**src/rtl/apb_pkg.sv**
```systemverilog
// rtl/apb_pkg.sv - shared defaults and FSM state type for the two-requester APB master
package apb_pkg;
  localparam int A_WIDTH_DEF = 8;
  localparam int D_WIDTH_DEF = 8;
  localparam int TIMEOUT_DEF = 16;

  typedef enum logic [1:0] {
    IDLE   = 2'd0,
    SETUP  = 2'd1,
    ACCESS = 2'd2
  } state_t;
endpackage

```
**src/rtl/apb_rr_arb.sv**
```systemverilog
// rtl/apb_rr_arb.sv - two-way round-robin arbiter with per-requester mask
module apb_rr_arb (
  input  logic       clk,
  input  logic       rst,
  input  logic [1:0] req,
  input  logic [1:0] mask,
  input  logic       update,
  output logic [1:0] grant,
  output logic       ptr
);
  logic [1:0] elig;

  assign elig = req & ~mask;

  always_comb begin
    grant = elig;
    if (elig == 2'b11) begin
      grant = ptr ? 2'b10 : 2'b01;
    end
  end

  // The pointer only moves when there was a real choice to make, so a forced
  // back-to-back hand-over does not disturb the fairness order.
  always_ff @(posedge clk) begin
    if (rst) begin
      ptr <= 1'b0;
    end else if (update && elig == 2'b11) begin
      ptr <= grant[0];
    end
  end
endmodule

```
**src/rtl/apb_arb_master.sv**
```systemverilog
// rtl/apb_arb_master.sv - APB master shared by two requesters, with wait-state timeout
module apb_arb_master
  import apb_pkg::*;
#(
  parameter int A_WIDTH = A_WIDTH_DEF,
  parameter int D_WIDTH = D_WIDTH_DEF,
  parameter int TIMEOUT = TIMEOUT_DEF
) (
  input  logic                 p_clk,
  input  logic                 p_rst,
  input  logic [1:0]           req,
  input  logic [1:0]           req_write,
  input  logic [2*A_WIDTH-1:0] req_addr,
  input  logic [2*D_WIDTH-1:0] req_wdata,
  output logic [1:0]           done,
  output logic                 err,
  output logic [D_WIDTH-1:0]   rsp_rdata,
  output logic                 p_sel,
  output logic                 p_enable,
  output logic                 p_write,
  output logic [A_WIDTH-1:0]   p_addr,
  output logic [D_WIDTH-1:0]   wr_data,
  input  logic [D_WIDTH-1:0]   rd_data,
  input  logic                 p_ready
);
  localparam logic [7:0] TIMEOUT_CNT = 8'(TIMEOUT);

  state_t     state, state_next;
  logic [1:0] grant, grant_q, mask;
  logic       fire, complete, abort;
  logic [7:0] cnt;
  logic       unused_rr_ptr;

  // The finishing requester is masked at its completing edge and while done is high.
  assign mask = done | ((state == ACCESS) ? grant_q : 2'b00);

  apb_rr_arb u_arb (
    .clk    (p_clk),
    .rst    (p_rst),
    .req    (req),
    .mask   (mask),
    .update (fire),
    .grant  (grant),
    .ptr    (unused_rr_ptr)
  );

  always_ff @(posedge p_clk) begin
    if (p_rst) begin
      state <= IDLE;
    end else begin
      state <= state_next;
    end
  end

  always_comb begin
    state_next = state;
    fire       = 1'b0;
    complete   = 1'b0;
    abort      = 1'b0;
    case (state)
      IDLE: begin
        if (|grant) begin
          state_next = SETUP;
          fire       = 1'b1;
        end
      end
      SETUP: state_next = ACCESS;
      ACCESS: begin
        if (p_ready) begin
          complete = 1'b1;
          if (|grant) begin
            state_next = SETUP;
            fire       = 1'b1;
          end else begin
            state_next = IDLE;
          end
        end else if (cnt == TIMEOUT_CNT) begin
          abort      = 1'b1;
          state_next = IDLE;
        end
      end
      default: state_next = IDLE;
    endcase
  end

  always_ff @(posedge p_clk) begin
    if (p_rst) begin
      p_sel     <= 1'b0;
      p_enable  <= 1'b0;
      p_write   <= 1'b0;
      p_addr    <= '0;
      wr_data   <= '0;
      done      <= 2'b00;
      err       <= 1'b0;
      rsp_rdata <= '0;
      grant_q   <= 2'b00;
      cnt       <= 8'd0;
    end else begin
      p_sel    <= (state_next != IDLE);
      p_enable <= (state_next == ACCESS);
      done     <= (complete || abort) ? grant_q : 2'b00;
      err      <= abort;
      if (fire) begin
        grant_q <= grant;
        p_write <= grant[1] ? req_write[1] : req_write[0];
        p_addr  <= grant[1] ? req_addr[2*A_WIDTH-1:A_WIDTH] : req_addr[A_WIDTH-1:0];
        wr_data <= grant[1] ? req_wdata[2*D_WIDTH-1:D_WIDTH] : req_wdata[D_WIDTH-1:0];
      end
      if (complete && !p_write) begin
        rsp_rdata <= rd_data;
      end
      // cnt holds the index of the current ACCESS cycle, starting at 1.
      if (state == SETUP) begin
        cnt <= 8'd1;
      end else if (state == ACCESS && state_next == ACCESS) begin
        cnt <= cnt + 8'd1;
      end else begin
        cnt <= 8'd0;
      end
    end
  end
endmodule

```
**config.mk**
```make
export PLATFORM = sky130hd
export DESIGN_NAME = apb_arb_master
export DESIGN_NICKNAME = d
export VERILOG_FILES = /design/src/rtl/apb_pkg.sv /design/src/rtl/apb_rr_arb.sv /design/src/rtl/apb_arb_master.sv
export SDC_FILE = /design/constraint.sdc
export NUM_CORES = 1
export LEC_CHECK = 0
export CORE_ASPECT_RATIO = 0.6
export CORE_MARGIN = 2
export CORE_UTILIZATION = 46
export DETAILED_ROUTE_END_ITERATION = 7
export PLACE_DENSITY = 0.82
export SYNTH_ARGS = -nofsm -noshare
export SYNTH_HDL_FRONTEND = slang
export SYNTH_SLANG_ARGS = --single-unit
```
**constraint.sdc**
```tcl
create_clock -name p_clk -period 5.45 [get_ports p_clk]
set_clock_uncertainty 0.15 [all_clocks]
set_input_delay 0.8175 -clock p_clk [delete_from_list [all_inputs] [get_ports p_clk]]
set_output_delay 0.8175 -clock p_clk [all_outputs]
set_load 0.02 [all_outputs]
```
After elaboration in Yosys (flattened, before gate mapping)
Cells that the tools add are included.
- register bits: 43
- output and inout port bits: 30
- word-level logic and storage cells: 55
- add/sub/neg operators: 1
- equal/unequal tests: 5
- mux-type cells: 21
- bitwise gates (word level): 5
- reduce and logical (&&, ||, !) cells: 10
- operator list (kind ; count):
    8-bit two-way mux ; 2
    2-bit two-way mux ; 6
    1-bit two-way mux ; 11
    8-bit by 1-bit adder with 8-bit output (second input constant) ; 1
    8-bit by 5-bit == test with 1-bit output (second input constant) ; 1
    2-bit == test (second input constant) ; 3
    2-bit one-hot mux with 3 select lines ; 1
    2-bit OR reduction ; 2
    1-bit logical AND ; 3
    3-bit OR reduction ; 1
    2-bit AND ; 1
    2-bit by 1-bit == test with 1-bit output (second input constant) ; 1
    2-bit zero test ; 1
    1-bit NOT ; 2
    2-bit NOT ; 1
    2-bit bitwise OR ; 1
    1-bit one-hot mux with 2 select lines ; 1
    2-bit nonzero test ; 1
    1-bit zero test ; 1
    1-bit logical OR ; 1

Longest topological paths before layout
- depth after elaboration: 15
- mapped depth: 7
- gate-level depth less buffers: 5

By module
Synthesis repeated with hierarchy kept, for this count alone.
- cells, all modules: 190
- area total of the unflattened synthesis: 1973.1 um^2
- modules (own cells, without submodules) (module ; times used ; cells an instance ; area each (um^2) ; sequential area each (um^2)):
    apb_arb_master ; 1 ; 181 ; 1889.3 ; 840.8
    apb_rr_arb ; 1 ; 9 ; 83.8 ; 20.0

Worst setup path after synthesis
Ideal clock, no wire load.
- kind: input port to flip-flop
- from: input port req[0]
- to: register grant_q[1]
- setup time: 0.116 ns
- arrival: 1.798 ns
- path slack: 3.386 ns
- cell stages on the path: 5
- path buffers: 1
- path through: nand2b_1 -> a211oi_2 -> buf_2 -> nand2_1 -> o211a_1
- word-level cells in the longest chain between the ends: 7
- RTL lines (what ; RTL line ; RTL):
    start: declaration ; apb_arb_master.sv:11 ; input logic [1:0] req,
    2-bit AND * ; apb_rr_arb.sv:13 ; assign elig = req & ~mask;
    2-bit == test ; apb_rr_arb.sv:17 ; if (elig == 2'b11) begin
    2-bit two-way mux * ; apb_rr_arb.sv:17 ;
    2-bit OR reduction ; apb_arb_master.sv:62, apb_arb_master.sv:71 ;
    1-bit two-way mux ; apb_arb_master.sv:62, apb_arb_master.sv:71 ;
    1-bit two-way mux ; apb_arb_master.sv:69 ; if (p_ready) begin
    1-bit one-hot mux with 2 select lines ; apb_arb_master.sv:60 ; case (state)
    end signal: assignment ; apb_arb_master.sv:104 ; grant_q <= grant;
    end: declaration ; apb_arb_master.sv:29 ; logic [1:0] grant, grant_q, mask;
Mark *: on every way between the ends. The rest lies on a longest branch, timed or not.
A chain may end at the register's enable or synchronous reset.

Final worst setup path
- from: input port p_ready
- to: register p_addr[1]
- word-level cells in the longest chain between the ends: 2
- RTL lines (what ; RTL line ; RTL):
    start: declaration ; apb_arb_master.sv:24 ; input logic p_ready
    1-bit two-way mux ; apb_arb_master.sv:69 ;
    1-bit one-hot mux with 2 select lines ; apb_arb_master.sv:60 ;
    end signal: assignment ; apb_arb_master.sv:106 ; p_addr <= grant[1] ? req_addr[2*A_WIDTH-1:A_WIDTH] : req_addr[A_WIDTH-1:0];
    end: declaration ; apb_arb_master.sv:21 ; output logic [A_WIDTH-1:0] p_addr,
Every way passes these cells.

==> results.yml <==
outcome:
  status: "finished, final reports clean"
timing:
  fmax_ghz: 0.360
  rsz0062_at_grt: "false"
  finalSetupViolCount: 0
  fin_crit_ps: 2780
  whs_ps: 349
  hold_viol_final: 0
  layout_setup_ws_ps: 2670
  finalMaxSlewViolations: 0
  max_slew.worst_pin.slew_ps: 1190
  timing.final.crit_share: 0.509
  setup-tns-final_ps: 0
  maxSlewHeadroom: 0.202
route:
  viasPerCell: 5.36
  finalWirelength_microns: 4750
  drt_iter0_markers: 118
  wire_per_inst_microns: 15.4
  via_count: 1655
  route.detailed.drc: 0
  dr.pass1.iters: 4
  ant_nets: 0
critical_path:
  r2r_start: "state[0]"
  r2r_end: "p_addr[7]"
  cp-start-kind: "input port"
  cp_data_arrival_time_ps: 2840
  cp-end-kind: "flop"
  reg2reg_slack_ps: 3050
  reg2reg_depth: 4
  path_class: "in2reg"
  crit_required_ps: 5510
  crit_fanout: 17
hold_path:
  hold_end: "grant_q[0]"
  worst_hold_path.num_cells: 2
  min-delay-start: "grant_q[0]"
  hp-class: "reg2reg"
grt:
  grt_usage: 0.213
  grt_pass1_vias: 1535
  antenna_found_initial: 0
  grt_pass1_wl_microns: 7500
  overflow: 0
  grt_max_degree: 19
logic_synthesis:
  ys_seq_area_frac: 0.460
  synthMuxAreaShare: 0.134
  synthesis.area_sq_mm: 0.00187
  yosys.area.top_type_share: 0.460
  synth.distinct_cells: 35
  synth_nets: 235
  synthAdderAreaFrac: 0.0134
  synthSimpleGateAreaFrac: 0.136
  ys_ff_latch: 43
  synth_top_family_by_area: "compound AO/OA/AOI/OAI gates"
  synth.area.top_cells: "dfxtp_1 46%, mux2i_1 13%, o31ai_1 6.8%"
  synth_top_area_cell: "dfxtp_1"
  synth_cells: 186
  avgSynthCellArea_sq_um: 10.1
  yosys_warnings: 0
  synth_xor_xnor_area_share: 0.0281
  synth_compound_area_frac: 0.180
clock_network:
  cts_tree: "built"
  worst_skew_pair.late_latency_ps: 290
  root_buffer: "clkbuf_8"
  cts_max_level: 2
  post_cts_buffers: 0
  clockBufferDepth: 2
  cts_resized: 0
  cts_hold_buf: 0
  clkTransAtPathRegs_ps: 80
  cts_buffers: 5
  cts_sinks: 43
die:
  ioPinCount: 77
  initial_core_util: 0.494
  core_sq_mm: 0.00379
  dieArea_sq_mm: 0.00461
  fp.dieW_microns: 86.3
  die_y_microns: 53.4
  rows: 17
place:
  place_ws_ps: 2390
  place_congestion: 0.769
  portBuffers: 76
  dp_hpwl_microns: 3460
power:
  leakagePower_nw: 1.10
  power.density_mw_per_mm2: 267
  ir_drop_v: 0.000138
  finalPower_w: 0.000724
finish:
  post-route-util: 0.717
  num_antenna_cells: 0
  area_delta_synth_final_pct: 45.2
  final_cell_mix: "76 x clkdlybuf4s50_1, 43 x dfxtp_1, 25 x mux2i_1"
  drive_gt1_frac: 0.0534
  nets: 310
  layout_commonest_cell: "clkdlybuf4s50_1"
job:
  cap_viol_max_count: 0
==> cells by family after synthesis <==
family,Yosys count
AOI/OAI and AO/OA,48
xor gates and xnor gates,6
adders and majority gates,2
buffers and inverters,14
DFF,43
muxes,25
and+or+nand+nor,48
==> critical path, cell delays in order <==
cell,delay (ps)
clkdlybuf4s50_1,540
nand2b_1,130
a211oi_2,1010
o31ai_1,160
a21oi_1,180
==> final cells by class <==
| type | instances | area, sq um |
|---|---|---|
| Timing Repair Buffer | 77 | 768 |
| Clock inverter | 1 | 5.00 |
| Sequential cell | 43 | 861 |
| Tap cell | 47 | 58.8 |
| Clock buffer | 7 | 76.3 |
| Inverter | 5 | 18.8 |
| Multi-Input combinational cell | 129 | 928 |
| Fill cell | 309 | 1070 |
==> sequential cells by signal, indices dropped and copies added (netlist names) <==
register,count
cnt,8
done,2
err,1
grant_q,2
p_addr,8
p_enable,1
p_sel,1
p_write,1
rsp_rdata,8
state,2
u_arb.ptr,1
wr_data,8
==> how the worst max path moves through the flow <==
stage	start	end	slack (ps)
detailed placement	req[0]	p_addr[1]	2390
floorplan	req[0]	grant_q[1]	3390
finish	p_ready	p_addr[1]	2670
global route	p_ready	p_addr[1]	2530
global placement	req[0]	wr_data[1]	2440
CTS	req[0]	wr_data[2]	2690
==> per-stage QoR <==
step / cell area (sq um) / std cells
finish: 2720 / 309
global route: 2720 / 309
CTS: 2720 / 309
detailed placement: 2640 / 301
global placement: 2640 / 301
floorplan: 1870 / 186
==> Yosys cell counts (all sizes together) <==
cell type and n:
dfxtp 43, mux2i 25, a21oi 20, o31ai 17, nor2 15, nand3 8, buf 7, nand2 6
nand2b 5, xor2 5, inv 4, a211oi 3, and3 3, o21ai 3, a211o 2, and2 2
clkbuf 2, ha 2, nor2b 2, nor3 2, o211a 2, or3 2, and3b 1, clkinv 1
nand3b 1, nor4b 1, o311ai 1, xnor2 1
==> per-layer routing <==
metal  global-route usage  vias to the layer above  routed length, microns
li1                     -                      819                       -
met1                0.301                      748                    2360
met2                0.295                       84                    1850
met3               0.0874                        4                     521
met4               0.0573                        0                      20
met5                    0                        -                       0
==> power by group <==
part / switching (W) / leakage (nW) / total [W] / internal [W]
logic: 0.0000845 / 0.703 / 0.000176 / 0.0000915
registers: 0.0000178 / 0.353 / 0.000355 / 0.000338
clock network: 0.000103 / 0.0422 / 0.000193 / 0.0000900
(Power assumes the default switching activity.)
==> variant 1: new RTL, same settings <==
`TIMEOUT_DEF`: 16 -> 8.
--- a/src/rtl/apb_pkg.sv
+++ b/src/rtl/apb_pkg.sv
@@ -3,5 +3,5 @@
   localparam int A_WIDTH_DEF = 8;
   localparam int D_WIDTH_DEF = 8;
-  localparam int TIMEOUT_DEF = 16;
+  localparam int TIMEOUT_DEF = 8;
 
   typedef enum logic [1:0] {
Function: same outputs for any inputs over 10 cycles, from zero or initial values and one cycle with p_rst high; that may be too few to reach the edited logic, so the function may still have changed.
==> variant 1 against the original RTL <==
Final area increased by 1.5%; maximum frequency decreased by 0.43%; sequential cell count unchanged; sequential share of layout area decreased by 0.47 points; combinational power decreased by 3%; total power increased by 12%; routed wire length decreased by 6.7%; worst setup slack got worse by 0.012 ns; clock power increased by 49%; synthesized area increased by 0.27%; critical path type unchanged; critical endpoint is now grant_q[1]$_SDFFE_PP0P_; largest power group unchanged.
==> variant 1: results (changes against the original RTL) <==
metric,value,unit,change
grtUsageMet1,27.1,%,-3.0 points
track_usage,19.4,%,-1.9 points
placed_cells,299,,-0.66%
clockBufferDepth,2,,unchanged
io_buffers,76,,unchanged
whs_path_depth,2,,unchanged
path_clk_slew,0.08,ns,about the same
hold_end,grant_q[0]$_SDFFE_PP0P_,,
synth_area_leaders,"dfxtp_1, mux2i_1, o31ai_1, a21oi_1, nor2_1",,
grt_pass1_wl,6920,um,-7.7%
first_global_vias,1464,,-4.6%
antenna_found_initial,0,,unchanged
crit_arrival,2.82,ns,-0.02 ns
outcome,"finished, final reports clean",,
ys_seq_area_share,45.9,%,-0.12 points
crit-reg2reg-launch,state[0]$_SDFF_PP0_,,
dp_hpwl,3230,um,-6.5%
drive_above_1_share,5.00,%,-0.34 points
cp_top_family,compound AO/OA/AOI/OAI gates,,
power_leakage,0.00112,uW,+1.5%
wl_per_cell,14.4,um,-6.1%
r2r_slack,3.11,ns,+0.06 ns
use_met2,29.4,%,-0.13 points
cts_inserted_buffers,5,,unchanged
place_congestion,0.792,,+2.9%
fillers,299,,-3.2%
synthFlopType,dfxtp_1,,
h-tree-depth,2,,unchanged
cts_root_buf,clkbuf_8,,
diodes,0,,unchanged
drtIter0Drc,38,,-68%
synth_compound_area_share,17.9,%,-0.048 points
ys_warn_count,0,,unchanged
syn_nets,236,,+0.43%
rr_endpoint,wr_data[1]$_SDFFE_PP0P_,,
overflow,0,,unchanged
hold_ws,0.349,ns,-0.000430 ns
cp_max_fo,18,,+1
min-delay-path-class,flop to flop,,
clkLatencyLatePin,0.29,ns,about the same
cap_violations,0,,unchanged
synth_xor_area_share,2.80,%,-0.0075 points
place_area,2630,sq um,-0.38%
vias,1649,,-0.36%
cts_resized,0,,unchanged
grt_max_degree,19,,unchanged
synth_area_per_cell,10.0,sq um,-0.27%
drt_first_pass_iters,4,,unchanged
muxShareOfSynthArea,13.3,%,-0.036 points
peakVddDrop,0.000284,V,+110%
synth.distinct_cells,35,,unchanged
grt_use_met3,7.49,%,-1.2 points
crit_slowest_cell,a211oi_2,,
synthTopCellsByCount,"dfxtp_1, mux2i_1, a21oi_1",,
slew-limit-headroom,21.4,%,+1.1 points
final_cells,307,,-0.65%
synth-adder-area-share,1.33,%,-0.0036 points
post_cts_buffers,0,,unchanged
cp_slowest_stage_delay,0.98,ns,-0.03 ns
variant 1: cell families after synthesis:
family          Yosys count
flops                    43
mux                      25
simple gates             47
xor+xnor                  6
fa+ha+maj                 2
buf+inv                  16
compound gates           48
variant 1: power by group:
part           internal [uW]  switching, uW  leakage, uW
Sequential               337           17.4     0.000353
Clock                    183            105    0.0000654
Combinational           89.9           81.4     0.000697
Total                    611            204      0.00112
variant 1: stage by stage:
| step | setup slack (ns) | power [uW] |
|---|---|---|
| after CTS | 2.63 | 820 |
| after floorplan | 3.42 | 453 |
| after global routing | 2.51 | 849 |
| after global placement | 2.40 | 532 |
| final | 2.66 | 814 |
| after detailed placement | 2.35 | 534 |
variant 1: worst max path at each step:
stage	from	end	slack, ns	cells past startpoint
after floorplan	req[0]	grant_q[1]$_SDFFE_PP0P_	3.42	5
final	p_ready	grant_q[1]$_SDFFE_PP0P_	2.66	5
after detailed placement	p_ready	grant_q[1]$_SDFFE_PP0P_	2.35	5
after global routing	p_ready	grant_q[1]$_SDFFE_PP0P_	2.51	5
after global placement	p_ready	grant_q[1]$_SDFFE_PP0P_	2.40	5
after CTS	p_ready	grant_q[1]$_SDFFE_PP0P_	2.63	5
variant 1: final cells by class:
cell class	instances	area, sq um	area share [%]
Multi-Input combinational cell	128	926	33.6
Sequential cell	43	861	31.2
Timing Repair Buffer	76	761	27.6
Clock buffer	6	72.6	2.63
Clock inverter	2	60.1	2.18
Tap cell	47	58.8	2.13
Inverter	5	18.8	0.681
variant 1: routing by layer:
layer | up-vias | routed length (um)
li1 | 824 | -
met1 | 754 | 2210
met2 | 68 | 1790
met3 | 3 | 424
met4 | 0 | 8
met5 | - | 0
variant 1: worst min-delay path, cell delays in order, from the launching register on:
cell and delay, ns:
dfxtp_1 0.33, nand3_1 0.07, a21oi_1 0.06
==> variant 2: new RTL, config.mk and constraints unchanged <==
Made on the original files. Reset style: asynchronous (`p_rst` and `rst`), changed in 3 clocked blocks.
--- a/src/rtl/apb_rr_arb.sv
+++ b/src/rtl/apb_rr_arb.sv
@@ -22,5 +22,5 @@
   // The pointer only moves when there was a real choice to make, so a forced
   // back-to-back hand-over does not disturb the fairness order.
-  always_ff @(posedge clk) begin
+  always_ff @(posedge clk or posedge rst) begin
     if (rst) begin
       ptr <= 1'b0;
--- a/src/rtl/apb_arb_master.sv
+++ b/src/rtl/apb_arb_master.sv
@@ -45,5 +45,5 @@
   );
 
-  always_ff @(posedge p_clk) begin
+  always_ff @(posedge p_clk or posedge p_rst) begin
     if (p_rst) begin
       state <= IDLE;
@@ -84,5 +84,5 @@
   end
 
-  always_ff @(posedge p_clk) begin
+  always_ff @(posedge p_clk or posedge p_rst) begin
     if (p_rst) begin
       p_sel     <= 1'b0;
Behaviour: differs if p_rst is asserted again (counterexample within 4 cycles, from zero or initial values and one cycle with p_rst high); with p_rst held inactive, the same outputs for 10 cycles.
==> variant 2 against the original RTL <==
Sequential cell count did not move; global-route usage fell by 4.0 points; largest cell class is now registers; cell count fell by 6.1%; via count fell by 16%; die area rose by 6.8%; routed wire length fell by 15%; register-to-register slack barely moved; worst setup slack got worse by 0.12 ns; maximum frequency fell by 4.0%; synthesized area rose by 7.3%; highest routed layer unchanged; final area rose by 7.5%.
Power is not compared: it rests on default switching activity, and its combinational part moved more than twofold at a synthesized area within 25%.
==> variant 2: results (changes against the original RTL) <==
metric,value,unit,change
rr_endpoint,p_addr[1]$_DFFE_PP0P_,,
nonClockInverterCount,6,,+1
dp_hpwl,3040,um,-12%
crit-reg2reg-launch,state[0]$_DFF_PP0_,,
clock_buffers,6,,-1
grt_use_met3,5.34,%,-3.4 points
buffer_area_share,26.3,%,-2.0 points
synth_xor_area_share,3.05,%,+0.25 points
detailedPlace.worstSlack,2.24,ns,-0.148 ns
place_area,2820,sq um,+6.9%
cp_max_fo,18,,+1
whs_path_depth,1,,-1
muxShareOfSynthArea,25.1,%,+12 points
ys_seq_area_share,53.6,%,+7.6 points
synth.distinct_cells,29,,-17%
r2r_slack,3.06,ns,about the same
track_usage,17.3,%,-4.0 points
wirelength,4050,um,-15%
register_area,1080,sq um,+25%
multi_input_area,875,sq um,-5.8%
cp_slowest_stage_delay,0.81,ns,-0.20 ns
synth_area_per_cell,13.5,sq um,+34%
async_reset_ff_share,100,%,+100 points
placed_cells,283,,-6.0%
first_global_vias,1329,,-13%
wl_per_cell,13.9,um,-9.3%
outcome,"finished, final reports clean",,
variant 2: critical path, delay by kind of cell:
| kind | cells | cell delay [ns] |
|---|---|---|
| buf+inv | 1 | 0.42 |
| mux | 2 | 0.68 |
| compound gates | 1 | 0.81 |
| simple gates | 1 | 0.18 |
variant 2: how the worst max path moves through the flow:
stage	cells past startpoint	from	endpoint	slack, ns
final	5	req[0]	p_addr[1]$_DFFE_PP0P_	2.56
after global routing	5	req[0]	wr_data[5]$_DFFE_PP0P_	2.49
after floorplan	5	req[0]	p_addr[5]$_DFFE_PP0P_	3.02
after detailed placement	5	req[0]	wr_data[6]$_DFFE_PP0P_	2.24
after global placement	5	req[0]	wr_data[5]$_DFFE_PP0P_	2.26
after CTS	5	req[0]	wr_data[6]$_DFFE_PP0P_	2.54
variant 2: logic make-up (layout without fill, tap and decap cells):
logic type	after synthesis	after routing
adders and majority gates	2	2
muxes	42	42
buffers and inverters	9	90
and+or+nand+nor	40	40
DFF	43	43
AOI/OAI and AO/OA	6	6
xor gates and xnor gates	7	7
